===== src/rtl/saradc_sar_ctrl.sv =====
// rtl/saradc_sar_ctrl.sv - SAR sequencer driving CDAC switch groups through sample, hold and bit trials.
// Optional SARADC_SAR_CTRL_CMP_SETTLE_EN: two cycles per trial (settle, then decide).
module saradc_sar_ctrl #(
    parameter int NB    = 8,
    parameter int NSAMP = 2
) (
    input  logic          CLK,
    input  logic          RSTN,
    input  logic          START,
    input  logic          CMP,
    output logic [NB-1:0] CRI,
    output logic [NB-1:0] CRIB,
    output logic [NB-1:0] CRH,
    output logic [NB-1:0] CRHB,
    output logic [NB-1:0] CRL,
    output logic [NB-1:0] CRLB,
    output logic          BUSY,
    output logic          EOC,
    output logic [NB-1:0] DOUT
);

    localparam int SW = (NSAMP > 1) ? $clog2(NSAMP) : 1;
    localparam int KW = (NB > 1) ? $clog2(NB) : 1;

    typedef enum logic [2:0] {
        S_IDLE,
        S_SAMPLE,
        S_HOLD,
        S_CONV,
        S_DONE
    } state_t;

    state_t        state_q, state_d;
    logic [SW-1:0] scnt_q, scnt_d;
    logic [KW-1:0] k_q, k_d;
    logic [NB-1:0] t_q, t_d;
    logic [NB-1:0] cri_q, cri_d, crh_q, crh_d, crl_q, crl_d;
    logic [NB-1:0] dout_q, dout_d;
    logic          busy_q, busy_d, eoc_q, eoc_d;
    logic          decide;
`ifdef SARADC_SAR_CTRL_CMP_SETTLE_EN
    logic          ph_q, ph_d;
`endif

    always_comb begin
        state_d = state_q;
        scnt_d  = scnt_q;
        k_d     = k_q;
        t_d     = t_q;
        dout_d  = dout_q;
`ifdef SARADC_SAR_CTRL_CMP_SETTLE_EN
        ph_d    = ph_q;
        decide  = ph_q;
`else
        decide  = 1'b1;
`endif
        case (state_q)
            S_IDLE: begin
                if (START) begin
                    state_d = S_SAMPLE;
                    scnt_d  = '0;
                end
            end
            S_SAMPLE: begin
                if (scnt_q == SW'(NSAMP - 1)) state_d = S_HOLD;
                else                          scnt_d  = scnt_q + SW'(1);
            end
            S_HOLD: begin
                state_d        = S_CONV;
                t_d            = '0;
                t_d[NB-1]      = 1'b1;
                k_d            = KW'(NB - 1);
`ifdef SARADC_SAR_CTRL_CMP_SETTLE_EN
                ph_d           = 1'b0;
`endif
            end
            S_CONV: begin
`ifdef SARADC_SAR_CTRL_CMP_SETTLE_EN
                ph_d = ~ph_q;
`endif
                // CMP=1 means the trial level overshoots the input, so drop the bit
                if (decide) begin
                    t_d[k_q] = ~CMP;
                    if (k_q != '0) begin
                        t_d[k_q - KW'(1)] = 1'b1;
                        k_d               = k_q - KW'(1);
                    end else begin
                        state_d = S_DONE;
                        dout_d  = t_d;
                    end
                end
            end
            S_DONE: begin
                if (START) begin
                    state_d = S_SAMPLE;
                    scnt_d  = '0;
                end else begin
                    state_d = S_IDLE;
                end
            end
            default: state_d = S_IDLE;
        endcase

        // Outputs are decoded from the next state so every port comes straight off a flop
        cri_d  = (state_d == S_SAMPLE) ? '1 : '0;
        crh_d  = (state_d == S_CONV) ? t_d : '0;
        crl_d  = (state_d == S_CONV) ? ~t_d : '0;
        busy_d = (state_d != S_IDLE);
        eoc_d  = (state_d == S_DONE);
    end

    always_ff @(posedge CLK or negedge RSTN) begin
        if (!RSTN) begin
            state_q <= S_IDLE;
            scnt_q  <= '0;
            k_q     <= '0;
            t_q     <= '0;
            cri_q   <= '0;
            crh_q   <= '0;
            crl_q   <= '0;
            dout_q  <= '0;
            busy_q  <= 1'b0;
            eoc_q   <= 1'b0;
`ifdef SARADC_SAR_CTRL_CMP_SETTLE_EN
            ph_q    <= 1'b0;
`endif
        end else begin
            state_q <= state_d;
            scnt_q  <= scnt_d;
            k_q     <= k_d;
            t_q     <= t_d;
            cri_q   <= cri_d;
            crh_q   <= crh_d;
            crl_q   <= crl_d;
            dout_q  <= dout_d;
            busy_q  <= busy_d;
            eoc_q   <= eoc_d;
`ifdef SARADC_SAR_CTRL_CMP_SETTLE_EN
            ph_q    <= ph_d;
`endif
        end
    end

    assign CRI  = cri_q;
    assign CRIB = ~cri_q;
    assign CRH  = crh_q;
    assign CRHB = ~crh_q;
    assign CRL  = crl_q;
    assign CRLB = ~crl_q;
    assign BUSY = busy_q;
    assign EOC  = eoc_q;
    assign DOUT = dout_q;

endmodule


===== config.mk =====
export PLATFORM = sky130hd
export DESIGN_NAME = saradc_sar_ctrl
export DESIGN_NICKNAME = d
export VERILOG_FILES = /design/src/rtl/saradc_sar_ctrl.sv
export SDC_FILE = /design/constraint.sdc
export NUM_CORES = 1
export LEC_CHECK = 0
export ABC_AREA = 1
export CORE_ASPECT_RATIO = 1.75
export CORE_MARGIN = 2
export CORE_UTILIZATION = 38
export CTS_CLUSTER_DIAMETER = 50
export CTS_CLUSTER_SIZE = 14
export DETAILED_ROUTE_END_ITERATION = 16
export PLACE_DENSITY = 0.67
export SLEW_MARGIN = 20
export SYNTH_ARGS = -nofsm -noshare
export SYNTH_HDL_FRONTEND = slang
export SYNTH_SLANG_ARGS = --single-unit

===== constraint.sdc =====
create_clock -name CLK -period 1.66 [get_ports CLK]
set_input_delay 0.332 -clock CLK [delete_from_list [all_inputs] [get_ports CLK]]
set_output_delay 0.332 -clock CLK [all_outputs]
set_load 0.03 [all_outputs]

Word-level counts from Yosys, hierarchy flattened

Cells that the tools add are included.

Output and inout bits: 58
Word-level logic and storage cells: 63
Flip-flop bits (word level): 49
Bits of input ports: 4

Mux-type cells: 20
Equality and inequality tests: 9
$add $sub $neg: 2
Bitwise operators: 7
Reduce and logical (&&, ||, !) cells: 11
Magnitude comparators: 4

Operator list:

| cell                                                              | number |
|---|---|
| two-way mux 8 bit                                                 | 4 |
| NOT 8 bit                                                         | 4 |
| one-hot mux 8 bit (2 select lines)                                | 1 |
| one-hot mux 3 bit (5 select lines)                                | 1 |
| two-way mux 3 bit                                                 | 4 |
| == test 3 x 2 -> 1 bit, second input constant                     | 3 |
| bitwise mux 8 bit                                                 | 1 |
| less-than comparator 3 x 4 -> 1 bit, second input constant        | 2 |
| OR 8 bit                                                          | 1 |
| demux 1 bit (select 3 bit)                                        | 2 |
| == test 3 x 1 -> 1 bit, second input constant                     | 2 |
| == test 3 bit, second input constant                              | 2 |
| greater-or-equal comparator 3 x 1 -> 1 bit, second input constant | 2 |
| one-hot mux 3 bit (2 select lines)                                | 1 |
| AND reduction 2 bit                                               | 3 |
| nonzero test 3 bit                                                | 2 |
| two-way mux 1 bit                                                 | 5 |
| nonzero test 2 bit                                                | 2 |
| zero test 3 bit                                                   | 1 |
| subtractor 3 x 1 -> 3 bit, second input constant                  | 1 |
| logical AND 1 bit                                                 | 2 |
| != test 2 x 1 -> 1 bit, second input constant                     | 1 |
| != test 2 bit, second input constant                              | 1 |
| NOT 1 bit                                                         | 2 |
| 3 further kinds                                                   | 3 |

Logic depth before layout (Yosys ltp)

Gate-level depths: netlist (run 1).

Depth after elaboration: 10
Gate-level depth with buffers: 11
Mapped depth without buffers: 10

Worst setup path after synthesis (run 1)

No wires, ideal clock.

Kind: register to output
Start point: reg CRI[6] (netlist name)
End point: out CRIB[1]
Stages on the path, launching flop included: 3
Setup slack: 0.163 ns
Arrival time: 1.165 ns
Path buffers: 1
Data required time: 1.328 ns
Cells stage by stage: dfrtp_1 -> inv_1 -> buf_4

RTL lines:

| what          | RTL line | text |
|---|---|---|
| end, declared | 12       | `output logic [NB-1:0] CRIB,` |

Worst setup path after layout (run 1)

Start point: reg busy_q (netlist: BUSY)
End point: out BUSY

RTL lines:

| what                   | RTL line | text |
|---|---|---|
| start, declared        | 39       | `logic busy_q, busy_d, eoc_q, eoc_d;` |
| start signal, assigned | 136      | `busy_q <= busy_d;` |
| end, declared          | 17       | `output logic BUSY,` |

No word-level cell between the ends.

==> results of run 1 <==
==> path summary, 6_finish.rpt <==
check / from / to / slack (ps) / cells after the start
worst min-delay path: DOUT[4] / DOUT[4] / 490 / 2
max in group asynchronous: RSTN / state_q[0] / 660 / 3
worst max-delay path: BUSY / BUSY / 50 / 1
min in group asynchronous: RSTN / CRL[6] / 530 / 2
worst max register to register: k_q[1] / k_q[0] / 140 / 8
worst min register to register: DOUT[4] / DOUT[4] / 490 / 2
==> Yosys cell counts <==
master    instances
nand2_1          61
dfrtp_1          42
inv_1            36
nand3_1          21
buf_4            16
nor2_1           16
o21ai_1          11
a21oi_1           8
nand4_1           8
nand2_2           6
buf_6             5
inv_2             5
o21ai_0           4
buf_2             2
ha_1              2
a21oi_2           1
clkbuf_8          1
nor2_2            1
nor2_4            1
nor2_8            1
o21bai_1          1
==> metal layers <==
layer,up-vias,track usage
met5,-,0
met4,0,0.0838
met1,790,0.168
met2,59,0.258
li1,865,-
met3,11,0.0228
==> metrics by stage <==
| stage | std cells | utilization | hold WS (ps) | setup slack (ps) |
|---|---|---|---|---|
| after CTS | 360 | 0.512 | 499 | 0.661 |
| after floorplan | 249 | - | 36.4 | 163 |
| after detailed placement | 351 | 0.503 | 322 | 41.1 |
| final | 360 | 0.516 | 486 | 54.8 |
| after global routing | 360 | 0.516 | 512 | 9.53 |
| after global placement | 351 | 0.503 | 318 | 70.7 |
==> state kept, by name (all words and copies together), names as in the netlist, 3 cells and up <==
name     count
CRH          8
CRL          8
DOUT         8
t_q          8
k_q          3
state_q      3
==> cell type report <==
| class | instances | area, sq um | area share |
|---|---|---|---|
| timing repair buffer | 72 | 667 | 0.246 |
| tap | 55 | 68.8 | 0.0254 |
| clock inverter | 2 | 12.5 | 0.00461 |
| sequential | 42 | 1050 | 0.388 |
| clock buffer | 6 | 82.6 | 0.0305 |
| multi-input combinational | 142 | 676 | 0.249 |
| inverter | 41 | 154 | 0.0568 |
==> power breakdown <==
group	switching [mW]	internal (mW)
Sequential	0.224	1.48
Clock	0.342	0.334
Combinational	2.66	1.26
==> repair_timing <==
item	CTS	global route
resized for setup	47	10
setup endpoints to repair	47	23
pin swaps	0	0
hold endpoints to repair	1	0
hold buffers	1	0
==> kinds of logic (layout without fill, tap and decap cells) <==
logic type	Yosys count	after routing
buf+inv	65	121
simple gates	115	115
flops	42	42
fa+ha+maj	2	2
compound gates	25	25
==> impl_metrics.ini, run 1 <==
[sta]
fin_skew_ps = 5.66
layout_worst_path_cycle_share = 0.967
finalHoldViolations = 0
worst_slew_pin_slew_ps = 477
report.final.slew_viol_count = 0
fin_tns_setup_ps = 0
fin_crit_ps = 1610
grt_setup_unrepaired = false
max_slew_margin = 0.682
final-setup-viol-count = 0
fmax_mhz = 623

[global_route]
grt_util_all_layers = 0.149
grt_overflow = 0
grt_first_pass_wirelength_um = 6870
grt_pass1_vias = 1632
grt_antenna_before_repair = 0
grt_max_degree = 23

[final_layout]
drive_above_1_share = 0.115
final_cell_area_sq_um = 2710
area_growth_pct = 30.3
finalNetCount = 310
layout_commonest_cell = nand2_1
diodes = 0
final_cell_mix = nand2_1, dlygate4sd2_1, dfrtp_1, inv_1, nand3_1
fillers = 524

[min_path]
worstHoldPathType = register to register

[power_and_ir_drop]
p_leak_nw = 1.55
peakVddDrop_v = 0.000922
p_per_area_nw_per_um2 = 2320
power.total_mw = 6.30

[synth]
ys_types = 21
synthXorXnorAreaFrac = 0
synth_top_cell_area_share = 0.505
avgSynthCellArea_sq_um = 8.36
ys_seq_area_frac = 0.505
syn_area_sq_um = 2080
synth_fp_nets = 255
ys_seq_elements = 42
synth_top_family_by_area = simple AND/OR/NAND/NOR gates
synth_area_leader_cell = dfrtp_1
synthMuxAreaShare = 0
synth_compound_area_frac = 0.0631
synth.area.top_cells = dfrtp_1, nand2_1, inv_1
yosysWarnings = 0
synth_simple_gate_area_frac = 0.250
synthCells = 249
synth-adder-area-share = 0.0120

[status]
outcome = complete, no violations

[die]
rows = 35
die_h_um = 102
die_w_um = 59.9
die-area_sq_um = 6110
start_util = 0.396
core_sq_um = 5260
pin_count = 62

[drt]
highest_layer = met4
vias = 1725
wl_met2_um = 2160
routed_wl_um = 4170
drc = 0
drtIter0Drc = 27
wl_per_cell_um = 11.6
met3_length_um = 239
detail-route-antenna-nets = 0
viasPerCell = 4.79
route.layer.met1.wl_um = 1620
drt_first_pass_iters = 4

[clocking]
cts_sinks = 42
post_cts_buffers = 0
cts_max_level = 2
numCtsBuffers = 5
cts_tree = built
clk_pin_slew_ps = 80
insertion_delay_ps = 300
cts_root_buffer = clkbuf_8
clock_path_buffers = 2

[setup_path]
path_max_fanout = 1
end_kind = output pin
worstPathCellList = clkdlybuf4s50_1
slowest_stage = clkdlybuf4s50_1
slowest_delay_ps = 660
cp-start-kind = register
worstPathRequired_ps = 1330
cp.arrival_ps = 1270
critPathKind = register to output pin
worst-path-buf-inv = 1
critPathTopFamily = buffers and inverters

[flow_run]
max_cap_violations = 0

[place]
place_area_sq_um = 2640
post-dp-hpwl_um = 3290
port-buffer-count = 61
gp_congestion = 0.869
(Power assumes the default switching activity.)
==> inputs of run 2 (changes only) <==
--- a/config.mk
+++ b/config.mk
@@ -12,6 +12,7 @@
 export CTS_CLUSTER_DIAMETER = 50
 export CTS_CLUSTER_SIZE = 14
 export DETAILED_ROUTE_END_ITERATION = 16
+export MAX_ROUTING_LAYER = met4
 export PLACE_DENSITY = 0.67
 export SLEW_MARGIN = 20
 export SYNTH_ARGS = -nofsm -noshare
==> impl_metrics.ini, run 2 (synthesized netlist as in run 1, its figures left out) <==
[place]
gp_congestion = 0.883
port-buffer-count = 61
post-dp-hpwl_um = 3290
place_inst = 351

[final_layout]
instances_no_fill = 360
finalNetCount = 310
fin_util = 0.516
area_growth_pct = 30.3
layout_commonest_cell = nand2_1
diodes = 0
drive_above_1_share = 0.115
final_cell_mix = nand2_1, dlygate4sd2_1, dfrtp_1, inv_1, nand3_1

[clocking]
clk_pin_slew_ps = 80
clock_path_buffers = 2
numCtsBuffers = 5
post_cts_buffers = 0
cts_root_buffer = clkbuf_8
cts_sinks = 42
insertion_delay_ps = 300
cts_tree = built
cts_max_level = 2

[global_route]
grt_first_pass_wirelength_um = 6870
grt_antenna_before_repair = 0
grtUsageMet3 = 0.0228
grt_util_met1 = 0.168
grt_max_degree = 23
busiest_layer = met2
grt_overflow = 0
grt_util_all_layers = 0.153
grtUsageMet2 = 0.258
grt_pass1_vias = 1633

[sta]
grt_setup_unrepaired = false
fin_crit_ps = 1610
fin_tns_setup_ps = 0
layout_worst_path_cycle_share = 0.967
fin_skew_ps = 5.66
fmax_mhz = 623
worst_slew_pin_slew_ps = 477
max_slew_margin = 0.682
finalHoldViolations = 0
final-setup-viol-count = 0
holdWs_ps = 486
report.final.slew_viol_count = 0

[die]
die_h_um = 102
start_util = 0.396
rows = 35
die_w_um = 59.9
core_sq_um = 5260
pin_count = 62
die-area_sq_um = 6110

[setup_path]
slowest_stage = clkdlybuf4s50_1
worst-path-buf-inv = 1
path_max_fanout = 1
cp.arrival_ps = 1270
slowest_delay_ps = 660
worstPathRequired_ps = 1330
cp-start-kind = register
critPathTopFamily = buffers and inverters
critPathKind = register to output pin
worstPathCellList = clkdlybuf4s50_1
end_kind = output pin

[power_and_ir_drop]
p_leak_nw = 1.55
p_per_area_nw_per_um2 = 2320
peakVddDrop_v = 0.000922
power.total_mw = 6.30

[drt]
wl_per_cell_um = 11.6
detail-route-antenna-nets = 0
drt_first_pass_iters = 4
drtIter0Drc = 27
vias = 1726
routed_wl_um = 4170
drc = 0
viasPerCell = 4.79

[status]
outcome = complete, no violations

[flow_run]
max_cap_violations = 0

[min_path]
worstHoldPathType = register to register
run 2: cell counts in the layout (fill, tap and decap cells not counted):
No cell type changed its count.
run 2: cell type report:
type	instances	area [sq um]
Multi-Input combinational cell	142	676
Tap cell	55	68.8
Sequential cell	42	1050
Timing Repair Buffer	72	667
Clock inverter	2	12.5
Fill cell	524	2540
Inverter	41	154
Clock buffer	6	82.6
run 2: repair_timing:
action                                  CTS  global route
endpoints found under the setup margin   47            23
resized for setup                        47            10
endpoints found under the hold margin     1             0
hold buffers                              1             0
run 2: metal layers:
metal  wire length (um)  share of wire
met5                  0              0
met3                241          0.058
met2               2160           0.52
met4                142          0.034
met1               1620           0.39
run 2: path summary, 6_finish.rpt:
kind                            slack [ps]  cells after the start     from          to
worst max-delay path                    50                      1     BUSY        BUSY
worst min-delay path                   490                      2  DOUT[4]     DOUT[4]
worst max register to register         140                      8   k_q[1]      k_q[0]
worst min register to register         490                      2  DOUT[4]     DOUT[4]
max in group asynchronous              660                      3     RSTN  state_q[0]
min in group asynchronous              530                      2     RSTN      CRL[6]
run 2: report_power, final:
group / total, mW / switching [mW] / internal [mW]
clock: 0.676 / 0.342 / 0.334
combinational: 3.92 / 2.66 / 1.26
sequential: 1.70 / 0.224 / 1.48
run 2: stage by stage:
step / setup WS (ps) / cell area (sq um)
after floorplan: 163 / 2080
after global placement: 70.7 / 2640
after detailed placement: 41.1 / 2640
after CTS: 0.661 / 2690
after global routing: 9.53 / 2710
final: 54.6 / 2710
